### config.mk
export PLATFORM = sky130hd
export DESIGN_NAME = dram_wbuf
export DESIGN_NICKNAME = d
export VERILOG_FILES = /design/src/rtl/hxd32_pkg.sv /design/src/rtl/wbuf_fwd.sv /design/src/rtl/dram_wbuf.sv
export SDC_FILE = /design/constraint.sdc
export NUM_CORES = 1
export LEC_CHECK = 0
export ABC_CLOCK_PERIOD_IN_PS = 6900
export CORE_MARGIN = 1
export CORE_UTILIZATION = 46
export DETAILED_ROUTE_END_ITERATION = 10
export GPL_TIMING_DRIVEN = 1
export PLACE_DENSITY = 0.68
export SYNTH_ARGS = -nofsm -noshare
export SYNTH_HDL_FRONTEND = slang
export SYNTH_HIERARCHICAL = 1
export SYNTH_SLANG_ARGS = --single-unit
### constraint.sdc
create_clock -name clk_i -period 6.9 [get_ports clk_i]
set_input_delay 1.38 -clock clk_i [delete_from_list [all_inputs] [get_ports clk_i]]
set_output_delay 1.38 -clock clk_i [all_outputs]
set_load 0.1 [all_outputs]
### src/rtl/hxd32_pkg.sv
// hxd32_pkg: shared store-buffer entry type and word-address constants for the hxd32 data path
package hxd32_pkg;
  localparam int WB_XLEN   = 32;
  localparam int WB_ADDR_W = 12;
  localparam int WORD_LSB  = 2;
  typedef struct packed {
    logic [WB_ADDR_W-1:0] addr;
    logic [WB_XLEN-1:0]   data;
    logic [3:0]           be;
  } wbuf_entry_t;
endpackage

### src/rtl/wbuf_fwd.sv
// wbuf_fwd: per-byte merge of buffered stores matching a word address, youngest entry wins each lane
module wbuf_fwd
  import hxd32_pkg::*;
#(
  parameter int DEPTH = 4,
  localparam int PW = $clog2(DEPTH),
  localparam int CW = PW + 1
) (
  input  wbuf_entry_t          entries_i [DEPTH],
  input  logic [DEPTH-1:0]     valid_i,
  input  logic [PW-1:0]        head_i,
  input  logic [CW-1:0]        count_i,
  input  logic [WB_ADDR_W-1:0] addr_i,
  output logic [WB_XLEN-1:0]   data_o,
  output logic [3:0]           mask_o
);
  logic [PW-1:0] idx;
  // Walk oldest to youngest so later matches overwrite earlier ones.
  always_comb begin
    data_o = '0;
    mask_o = '0;
    idx    = head_i;
    for (int i = 0; i < DEPTH; i++) begin
      idx = head_i + PW'(i);
      if (CW'(i) < count_i && valid_i[idx] && entries_i[idx].addr == addr_i)
        for (int b = 0; b < 4; b++)
          if (entries_i[idx].be[b]) begin
            data_o[8*b +: 8] = entries_i[idx].data[8*b +: 8];
            mask_o[b]        = 1'b1;
          end
    end
  end
endmodule

### src/rtl/dram_wbuf.sv
// dram_wbuf: store buffer between the core DRAM port and a single-port SRAM, with load forwarding
module dram_wbuf
  import hxd32_pkg::*;
#(
  parameter int XLEN   = 32,
  parameter int DEPTH  = 4,
  parameter int ADDR_W = 12
) (
  input  logic              clk_i,
  input  logic              rst_n_i,
  input  logic              dram_rd_en_i,
  input  logic [XLEN-1:0]   dram_rd_addr_i,
  output logic [XLEN-1:0]   dram_rd_data_o,
  input  logic [XLEN-1:0]   dram_wr_addr_i,
  input  logic [XLEN-1:0]   dram_wr_data_i,
  input  logic [3:0]        dram_wr_byte_en_i,
  output logic              stall_o,
  output logic              empty_o,
  output logic [ADDR_W-1:0] sram_addr_o,
  output logic              sram_wr_en_o,
  output logic [3:0]        sram_byte_en_o,
  output logic [XLEN-1:0]   sram_wr_data_o,
  input  logic [XLEN-1:0]   sram_rd_data_i
);
  localparam int PW = $clog2(DEPTH);
  localparam int CW = PW + 1;
  wbuf_entry_t       ent_q [DEPTH];
  wbuf_entry_t       ent_d [DEPTH];
  wbuf_entry_t       head;
  logic [DEPTH-1:0]  valid_q, valid_d;
  logic [PW-1:0]     wr_ptr_q, wr_ptr_d, rd_ptr_q, rd_ptr_d;
  logic [CW-1:0]     count_q, count_d;
  logic              empty_q, ld_pend_q;
  logic [XLEN-1:0]   fwd_data_q, fwd_data_d, rd_hold_q, rd_hold_d;
  logic [3:0]        fwd_mask_q, fwd_mask_d;
  logic [XLEN-1:0]   fwd_data, ld_data;
  logic [3:0]        fwd_mask;
  logic [ADDR_W-1:0] ld_addr, st_addr;
  logic              full, ld_acc, st_req, st_acc, drain;
  logic              unused_addr;
  assign unused_addr = ^{dram_rd_addr_i[XLEN-1:ADDR_W+WORD_LSB], dram_rd_addr_i[WORD_LSB-1:0],
                         dram_wr_addr_i[XLEN-1:ADDR_W+WORD_LSB], dram_wr_addr_i[WORD_LSB-1:0]};
  assign ld_addr = dram_rd_addr_i[ADDR_W+WORD_LSB-1:WORD_LSB];
  assign st_addr = dram_wr_addr_i[ADDR_W+WORD_LSB-1:WORD_LSB];
  assign head    = ent_q[rd_ptr_q];
  // Gating with rst_n_i keeps the SRAM strobe and core handshake quiet during reset.
  assign full    = count_q == CW'(DEPTH);
  assign ld_acc  = rst_n_i && dram_rd_en_i && !full;
  assign drain   = rst_n_i && count_q != '0 && (full || !ld_acc);
  assign st_req  = dram_wr_byte_en_i != 4'b0;
  assign st_acc  = rst_n_i && st_req && (!full || drain);
  assign stall_o = rst_n_i && ((dram_rd_en_i && !ld_acc) || (st_req && !st_acc));
  assign empty_o = empty_q;
  assign sram_wr_en_o   = drain;
  assign sram_addr_o    = drain ? head.addr : (ld_acc ? ld_addr : '0);
  assign sram_byte_en_o = drain ? head.be : 4'b0;
  assign sram_wr_data_o = drain ? head.data : '0;
  for (genvar b = 0; b < 4; b++) begin : g_lane
    assign ld_data[8*b +: 8] = fwd_mask_q[b] ? fwd_data_q[8*b +: 8] : sram_rd_data_i[8*b +: 8];
  end
  assign dram_rd_data_o = ld_pend_q ? ld_data : rd_hold_q;
  wbuf_fwd #(.DEPTH(DEPTH)) u_fwd (
    .entries_i (ent_q),
    .valid_i   (valid_q),
    .head_i    (rd_ptr_q),
    .count_i   (count_q),
    .addr_i    (ld_addr),
    .data_o    (fwd_data),
    .mask_o    (fwd_mask)
  );
  // Pop is applied before push so a full-buffer push into the popped slot stays valid.
  always_comb begin
    ent_d   = ent_q;
    valid_d = valid_q;
    if (drain) valid_d[rd_ptr_q] = 1'b0;
    if (st_acc) begin
      ent_d[wr_ptr_q]   = '{addr: st_addr, data: dram_wr_data_i, be: dram_wr_byte_en_i};
      valid_d[wr_ptr_q] = 1'b1;
    end
    wr_ptr_d   = st_acc ? wr_ptr_q + PW'(1) : wr_ptr_q;
    rd_ptr_d   = drain ? rd_ptr_q + PW'(1) : rd_ptr_q;
    count_d    = count_q + CW'(st_acc) - CW'(drain);
    fwd_data_d = ld_acc ? fwd_data : fwd_data_q;
    fwd_mask_d = ld_acc ? fwd_mask : fwd_mask_q;
    rd_hold_d  = ld_pend_q ? ld_data : rd_hold_q;
  end
  always_ff @(posedge clk_i or negedge rst_n_i) begin
    if (!rst_n_i) begin
      for (int i = 0; i < DEPTH; i++) ent_q[i] <= '0;
      valid_q    <= '0;
      wr_ptr_q   <= '0;
      rd_ptr_q   <= '0;
      count_q    <= '0;
      empty_q    <= 1'b1;
      ld_pend_q  <= 1'b0;
      fwd_data_q <= '0;
      fwd_mask_q <= '0;
      rd_hold_q  <= '0;
    end else begin
      ent_q      <= ent_d;
      valid_q    <= valid_d;
      wr_ptr_q   <= wr_ptr_d;
      rd_ptr_q   <= rd_ptr_d;
      count_q    <= count_d;
      empty_q    <= count_d == '0;
      ld_pend_q  <= ld_acc;
      fwd_data_q <= fwd_data_d;
      fwd_mask_q <= fwd_mask_d;
      rd_hold_q  <= rd_hold_d;
    end
  end
endmodule

* Yosys cells after proc, flatten, opt, wreduce, memory -nomap -nowiden *
Cells that the tools add are included.

cells by class
  add/subtract/negate cells = 6
  reduce and logical (&&, ||, !) cells = 29
  bitwise logic cells = 8
  multiplexer cells = 78
  eq/ne operators = 5
  order comparisons = 17

operators with widths
  kind                                                               number
  2-to-1 mux 48 bit                                                  9
  binary-select mux 48 bit (select 2 bit)                            4
  bitwise mux 192 bit                                                1
  2-to-1 mux 32 bit                                                  6
  2-to-1 mux 8 bit                                                   20
  demux 48 bit (select 2 bit)                                        1
  == test 12 bit                                                     4
  2-to-1 mux 4 bit                                                   7
  2-to-1 mux 12 bit                                                  2
  2-to-1 mux 1 bit                                                   22
  logical AND 1 bit                                                  20
  greater-or-equal comparator 3 bit, second input constant           5
  less-than comparator 2 x 3 -> 1 bit, second input constant         5
  NOT 2 -> 3 bit                                                     5
  binary-select mux 1 bit (select 2 bit)                             4
  less-than comparator 1 x 3 -> 1 bit, first input constant          2
  less-than comparator 2 x 3 -> 1 bit, first input constant          2
  adder 2 x 1 -> 2 bit, second input constant                        2
  adder 2 bit, second input constant                                 2
  bitwise AND 4 bit                                                  1
  demux 1 bit (select 2 bit)                                         2
  greater-or-equal comparator 2 x 1 -> 1 bit, second input constant  2
  NOT 4 bit                                                          1
  OR 4 bit                                                           1
  9 further kinds                                                    13

storage, ports and cells
  flip-flop bits (word level) = 273
  word-level logic and storage cells = 164

* Depth between registers and ports, before layout *
  depth after elaboration = 13
  depth in mapped cells = 15
  mapped depth without buffers = 11

* Modules after synthesis *
The synthesis kept the hierarchy.

modules (own cells, without submodules)
  module     cells an instance  area each (um^2)  times used
  dram_wbuf  794                12,096.6          1
  wbuf_fwd   871                6,517.5           1

* Worst setup path before layout *
OpenSTA, ideal clock, no wires.

  kind = input to output
  start = in dram_rd_en_i
  end = out sram_wr_data_o[23]
  required time = 5.520 ns
  stages = 5
  path slack = 1.828 ns
  arrival = 3.692 ns
  path buffers = 1
  cell sequence = o21ai_0 -> o311ai_2 -> inv_1 -> clkbuf_1 -> and2_1

on the way
  cells in the longest elaborated chain, start to end = 6

RTL lines
  element                         line             text
  start, declared                 dram_wbuf.sv:11  input logic dram_rd_en_i,
  logical AND 1 bit (2 in a row)  dram_wbuf.sv:48  assign ld_acc = rst_n_i && dram_rd_en_i && !full;
  logical NOT 1 bit               dram_wbuf.sv:49  assign drain = rst_n_i && count_q != '0 && (full || !ld_acc);
  logical OR 1 bit                dram_wbuf.sv:49
  logical AND 1 bit               dram_wbuf.sv:49
  named net sram_wr_en_o          dram_wbuf.sv:20  output logic sram_wr_en_o,
  2-to-1 mux 32 bit               dram_wbuf.sv:57  assign sram_wr_data_o = drain ? head.data : '0;
  end, declared                   dram_wbuf.sv:22  output logic [XLEN-1:0] sram_wr_data_o,

The timed path passes the listed nets, and every way through them passes these cells.

* Worst setup path in the final report *
  start = in dram_rd_en_i
  end = out sram_byte_en_o[2]

on the way
  cells in the longest elaborated chain, start to end = 6

RTL lines
  element                         line             text
  logical AND 1 bit (2 in a row)  dram_wbuf.sv:48
  logical NOT 1 bit               dram_wbuf.sv:49
  logical OR 1 bit                dram_wbuf.sv:49
  logical AND 1 bit               dram_wbuf.sv:49
  2-to-1 mux 4 bit                dram_wbuf.sv:56  assign sram_byte_en_o = drain ? head.be : 4'b0;
  end, declared                   dram_wbuf.sv:21  output logic [3:0] sram_byte_en_o,

Every way passes these cells.

==> flow_results.org <==
** Status
- The run finished with clean final reports.

** Layout
- In the final design database the tool counted 1,900 nets.
- Final std cells w/o fill :: 2,303
- Fraction of final layout cells with drive strength greater than 1 :: 26.72%
- From synthesis to final layout, the design area changed by 16.02%.
- 0 antenna diodes ended up in the layout.
- After routing the design area is 21,600 um^2.

** Die
- Number of top-level design ports :: 218
- The region available for standard cell placement spans 39,820 um^2.
- Number of rows created at floorplan :: 73
- Die height :: 203.2 um
- Die Outline Area :: 41,270 um^2
- Die W :: 203.2 um
- The initial utilization of the core area, before any placement, comes to 46.74%.

** Placement
- The HPWL after detailed placement is 32,750 um.
- Instance count after placement with tap cells included :: 2,243
- Routability cong. :: 0.8322
- Instance area at placement :: 20,450 um^2
- Input and output buffers added on the ports amount to 177.

** STA
- The number of max-slew violations in the final report is 0.
- Setup violations remaining at the end of the flow were counted as 0.
- The final number of hold-violating endpoints was 0.
- Unrepaired setup endpoints after global routing :: false
- Static timing analysis puts the maximum clock frequency at 200.6 MHz.
- Measured against its own limit, the worst slew margin works out to 17.87%.
- Transition time at the pin with the least slew margin :: 1232 ps
- Dividing the final minimum period by the clock period gives 72.26%.
- The tightest hold path in the finished design has a slack of 515.1 ps.
- Sum of negative setup slack :: 0 ps
- Setup Skew :: 32.88 ps
- For the finished layout, the period the worst path requires is 4986 ps.

** Clock network
- The number of hold buffers added after CTS was 0.
- Number of buffers between clock root and the deepest sink :: 3
- H-tree levels :: 2
- TritonCTS built the clock tree.
- Clock root buffer :: sky130_fd_sc_hd__clkbuf_16
- Once the clock tree was built, the setup fixing pass inserted 0 buffers.
- Clock input transition at the sequential cells of the worst setup and hold paths :: 60 ps
- Num CTS Buffers :: 34
- Clock latency reported for the late side of the worst-skew pair :: 570 ps
- Num Clock Sinks :: 273
- Post-CTS repair changed the size of 0 cells.

** Drt
- The routed design has 50,840 um of wire.
- Average wire length per cell after detail routing :: 22.08 um
- Vias after detailed routing :: 14,220
- Total DRC errors in the routed layout :: 0
- Detailed-router iteration count before antenna repair :: 7
- After detailed routing, the number of vias per cell comes to 6.173.
- Met2 routed wirelength :: 22,780 um
- After detailed routing, no signal wire sits above met5.
- Initial DRC Count :: 1,003
- Routed length on met3 :: 3284 um
- Count of nets left with antenna violations after detail routing :: 0
- In the final routing, the length of wire on met1 measures 23,430 um.

** Worst setup path
- The worst register-to-register path begins at rd_ptr_q[1].
- Critical R2R Capture :: fwd_data_q[30]
- Measured in cells, the most critical reg-to-reg path has a length of 10.
- The critical path is of the in -> out type.
- Startpoint kind of the worst setup timing path :: input pin
- Critical Path AT :: 3610 ps
- CP endpoint kind :: output port
- Cell class contributing the biggest share of worst-path delay :: buffers and inverters
- Top fanout value on the critical path :: 52
- Worst setup slack for register-to-register paths :: 2020 ps
- CP max stage delay :: 800 ps
- Worst-path cell with the longest stage delay :: sky130_fd_sc_hd__inv_2
- Counting both buffers and inverters, the worst setup path holds a total of 3.
- For the worst setup path, the data required time is 5520 ps.
- Traced cell by cell, the critical path runs through clkdlybuf4s50_1, o21ai_0, o311ai_2, inv_2, and2_1, buf_4.

** Logic synthesis
- Yosys attributes the largest share of cell area to sky130_fd_sc_hd__dfrtp_1 37%, sky130_fd_sc_hd__mux2_2 15%, sky130_fd_sc_hd__mux4_2 8.6%.
- Proportion of synthesized chip area in sequential cells :: 36.71%
- During synthesis, Yosys emitted a total of 6 warnings.
- Number of synthesized flops with an enable pin :: 0
- Synthesis produced a netlist whose cell count is 1,665.
- Synth top cells by count :: 272 x sky130_fd_sc_hd__dfrtp_1, 253 x sky130_fd_sc_hd__mux2_2, 147 x sky130_fd_sc_hd__mux2i_1, 121 x sky130_fd_sc_hd__nor2_1, 71 x sky130_fd_sc_hd__mux4_2
- The synthesized design contains 273 register bits.
- The number of nets handed over by synthesis was 1,811.
- Most frequent cell after synthesis :: sky130_fd_sc_hd__dfrtp_1
- In the synthesized netlist the dominant register cell turns out to be sky130_fd_sc_hd__dfrtp_1.
- In this run the cell area of the synthesized design comes to 18,610 um^2.
- Summed over all instances, the cell type with the most area after synthesis is sky130_fd_sc_hd__dfrtp_1.
- In this run the biggest area consumer among cell types represents 36.57% of the synthesized area.
- Yosys cell types :: 64
- A synthesized cell averages 11.18 um^2.
- Ys async rst share :: 100.0%

** Hold path
- Number of cells on the worst hold path :: 1
- The tightest min-delay check is of the reg -> reg type.
- Start point of the worst hold path :: fwd_data_q[21]
- Hold Path End :: fwd_data_q[21]

** GRT
- Largest net degree at the start of global routing :: 172
- The first global-routing pass estimated 80,620 um of wire.
- GR Overflow Total :: 0
- Global routing consumed, over all layers together, 24.82% of the routing resources.
- The number of global-route vias before repair came to 14,090.
- Number of antenna violations at the first check in global routing :: 3

** Power and ir drop
- Leakage power total :: 8.766 nW
- IR analysis of the VDD net gives a maximum drop of 0.5067 mV.
- For this design the ratio of total power to cell area is 565.6 nW/um^2.

** Run
- Max-Cap Viols :: 0
==> cell usage in the layout, fill, tap and decap left out, types with 6 or more instances in the layout <==
master and n:
sky130_fd_sc_hd__clkbuf_8 6, sky130_fd_sc_hd__clkbuf_1 7, sky130_fd_sc_hd__mux2_1 42, sky130_fd_sc_hd__a21o_1 7
sky130_fd_sc_hd__nor2b_1 20, sky130_fd_sc_hd__mux4_2 71, sky130_fd_sc_hd__clkbuf_16 34, sky130_fd_sc_hd__and2_1 69
sky130_fd_sc_hd__o21ai_0 25, sky130_fd_sc_hd__o32a_1 8, sky130_fd_sc_hd__o22ai_1 11, sky130_fd_sc_hd__a311oi_1 8
sky130_fd_sc_hd__o31a_1 13, sky130_fd_sc_hd__mux2i_1 147, sky130_fd_sc_hd__mux2_2 253, sky130_fd_sc_hd__or3_1 10
sky130_fd_sc_hd__dfrtp_1 269, sky130_fd_sc_hd__inv_1 11, sky130_fd_sc_hd__a22o_1 12, sky130_fd_sc_hd__a21oi_1 49
sky130_fd_sc_hd__o221ai_1 11, sky130_fd_sc_hd__xor2_1 23, sky130_fd_sc_hd__a31oi_1 25, sky130_fd_sc_hd__nand2_1 50
sky130_fd_sc_hd__nand4_1 7, sky130_fd_sc_hd__a2111oi_0 26, sky130_fd_sc_hd__buf_4 70, sky130_fd_sc_hd__nor2_1 120
sky130_fd_sc_hd__nor3_1 44, sky130_fd_sc_hd__a211oi_1 20, sky130_fd_sc_hd__xnor2_1 29, sky130_fd_sc_hd__nor3b_1 9
sky130_fd_sc_hd__ha_1 10, sky130_fd_sc_hd__clkdlybuf4s50_1 127, sky130_fd_sc_hd__a22oi_1 15, sky130_fd_sc_hd__nand2b_1 17
sky130_fd_sc_hd__o311a_1 22, sky130_fd_sc_hd__nor4_1 6
==> metal layers <==
metal  track usage (%)  vias to the layer above
met3             4.538                      105
met2             37.81                      483
met1             35.67                     7159
met5                 0                        -
li1                  -                     6464
met4             7.975                        6
==> sequential cells by signal, indices dropped and copies added (netlist names) <==
register	flops
count_q	3
empty_o	1
ent_q	192
fwd_data_q	32
fwd_mask_q	4
ld_pend_q	1
rd_hold_q	32
rd_ptr_q	2
valid_q	4
wr_ptr_q	2
==> power breakdown <==
part | switching (mW) | internal, mW
sequential | 0.902 | 2.32
clock | 0.739 | 1.10
combinational | 4.20 | 2.95
==> metrics by stage <==
stage | worst slack [ps] | power, mW | util [%]
2_1_floorplan | 1828 | 8.771 | -
3_3_place_gp | 1609 | 10.16 | 51.34
3_5_place_dp | 1656 | 10.34 | 51.34
4_1_cts | 1863 | 12.24 | 54.23
5_1_grt | 1767 | 12.92 | 54.23
6_report | 1914 | 12.21 | 54.23
==> cells by family (layout without fill, tap and decap cells) <==
logic type,after synthesis,after routing,synth area share (%)
and+or+nand+nor,373,373,10.04
DFF,273,273,36.71
buffers and inverters,161,274,4.228
muxes,513,513,34.34
adders and majority gates,11,11,0.7797
xor gates and xnor gates,52,52,2.447
AOI/OAI and AO/OA,282,282,11.46
==> cell type report <==
cell class                      instances  area, um^2
Sequential cell                       273        6842
Fill cell                            3492       18230
Multi-Input combinational cell       1231       11040
Inverter                               14       52.55
Clock buffer                           47       959.7
Clock inverter                         13       190.2
Tap cell                              525       656.9
Timing Repair Buffer                  200        1852
==> worst max-delay path by stage <==
stage / from / endpoint / slack, ps / depth (start not counted)
6_report: dram_rd_en_i / sram_byte_en_o[2] / 1910 / 6
5_1_grt: dram_rd_en_i / sram_wr_data_o[16] / 1770 / 6
4_1_cts: dram_rd_en_i / sram_byte_en_o[2] / 1860 / 6
2_1_floorplan: dram_rd_en_i / sram_wr_data_o[23] / 1830 / 5
3_3_place_gp: dram_rd_addr_i[13] / fwd_data_q[30] / 1610 / 10
3_5_place_dp: dram_rd_addr_i[3] / fwd_data_q[10] / 1660 / 10
Power figures use the tool's default switching activity.
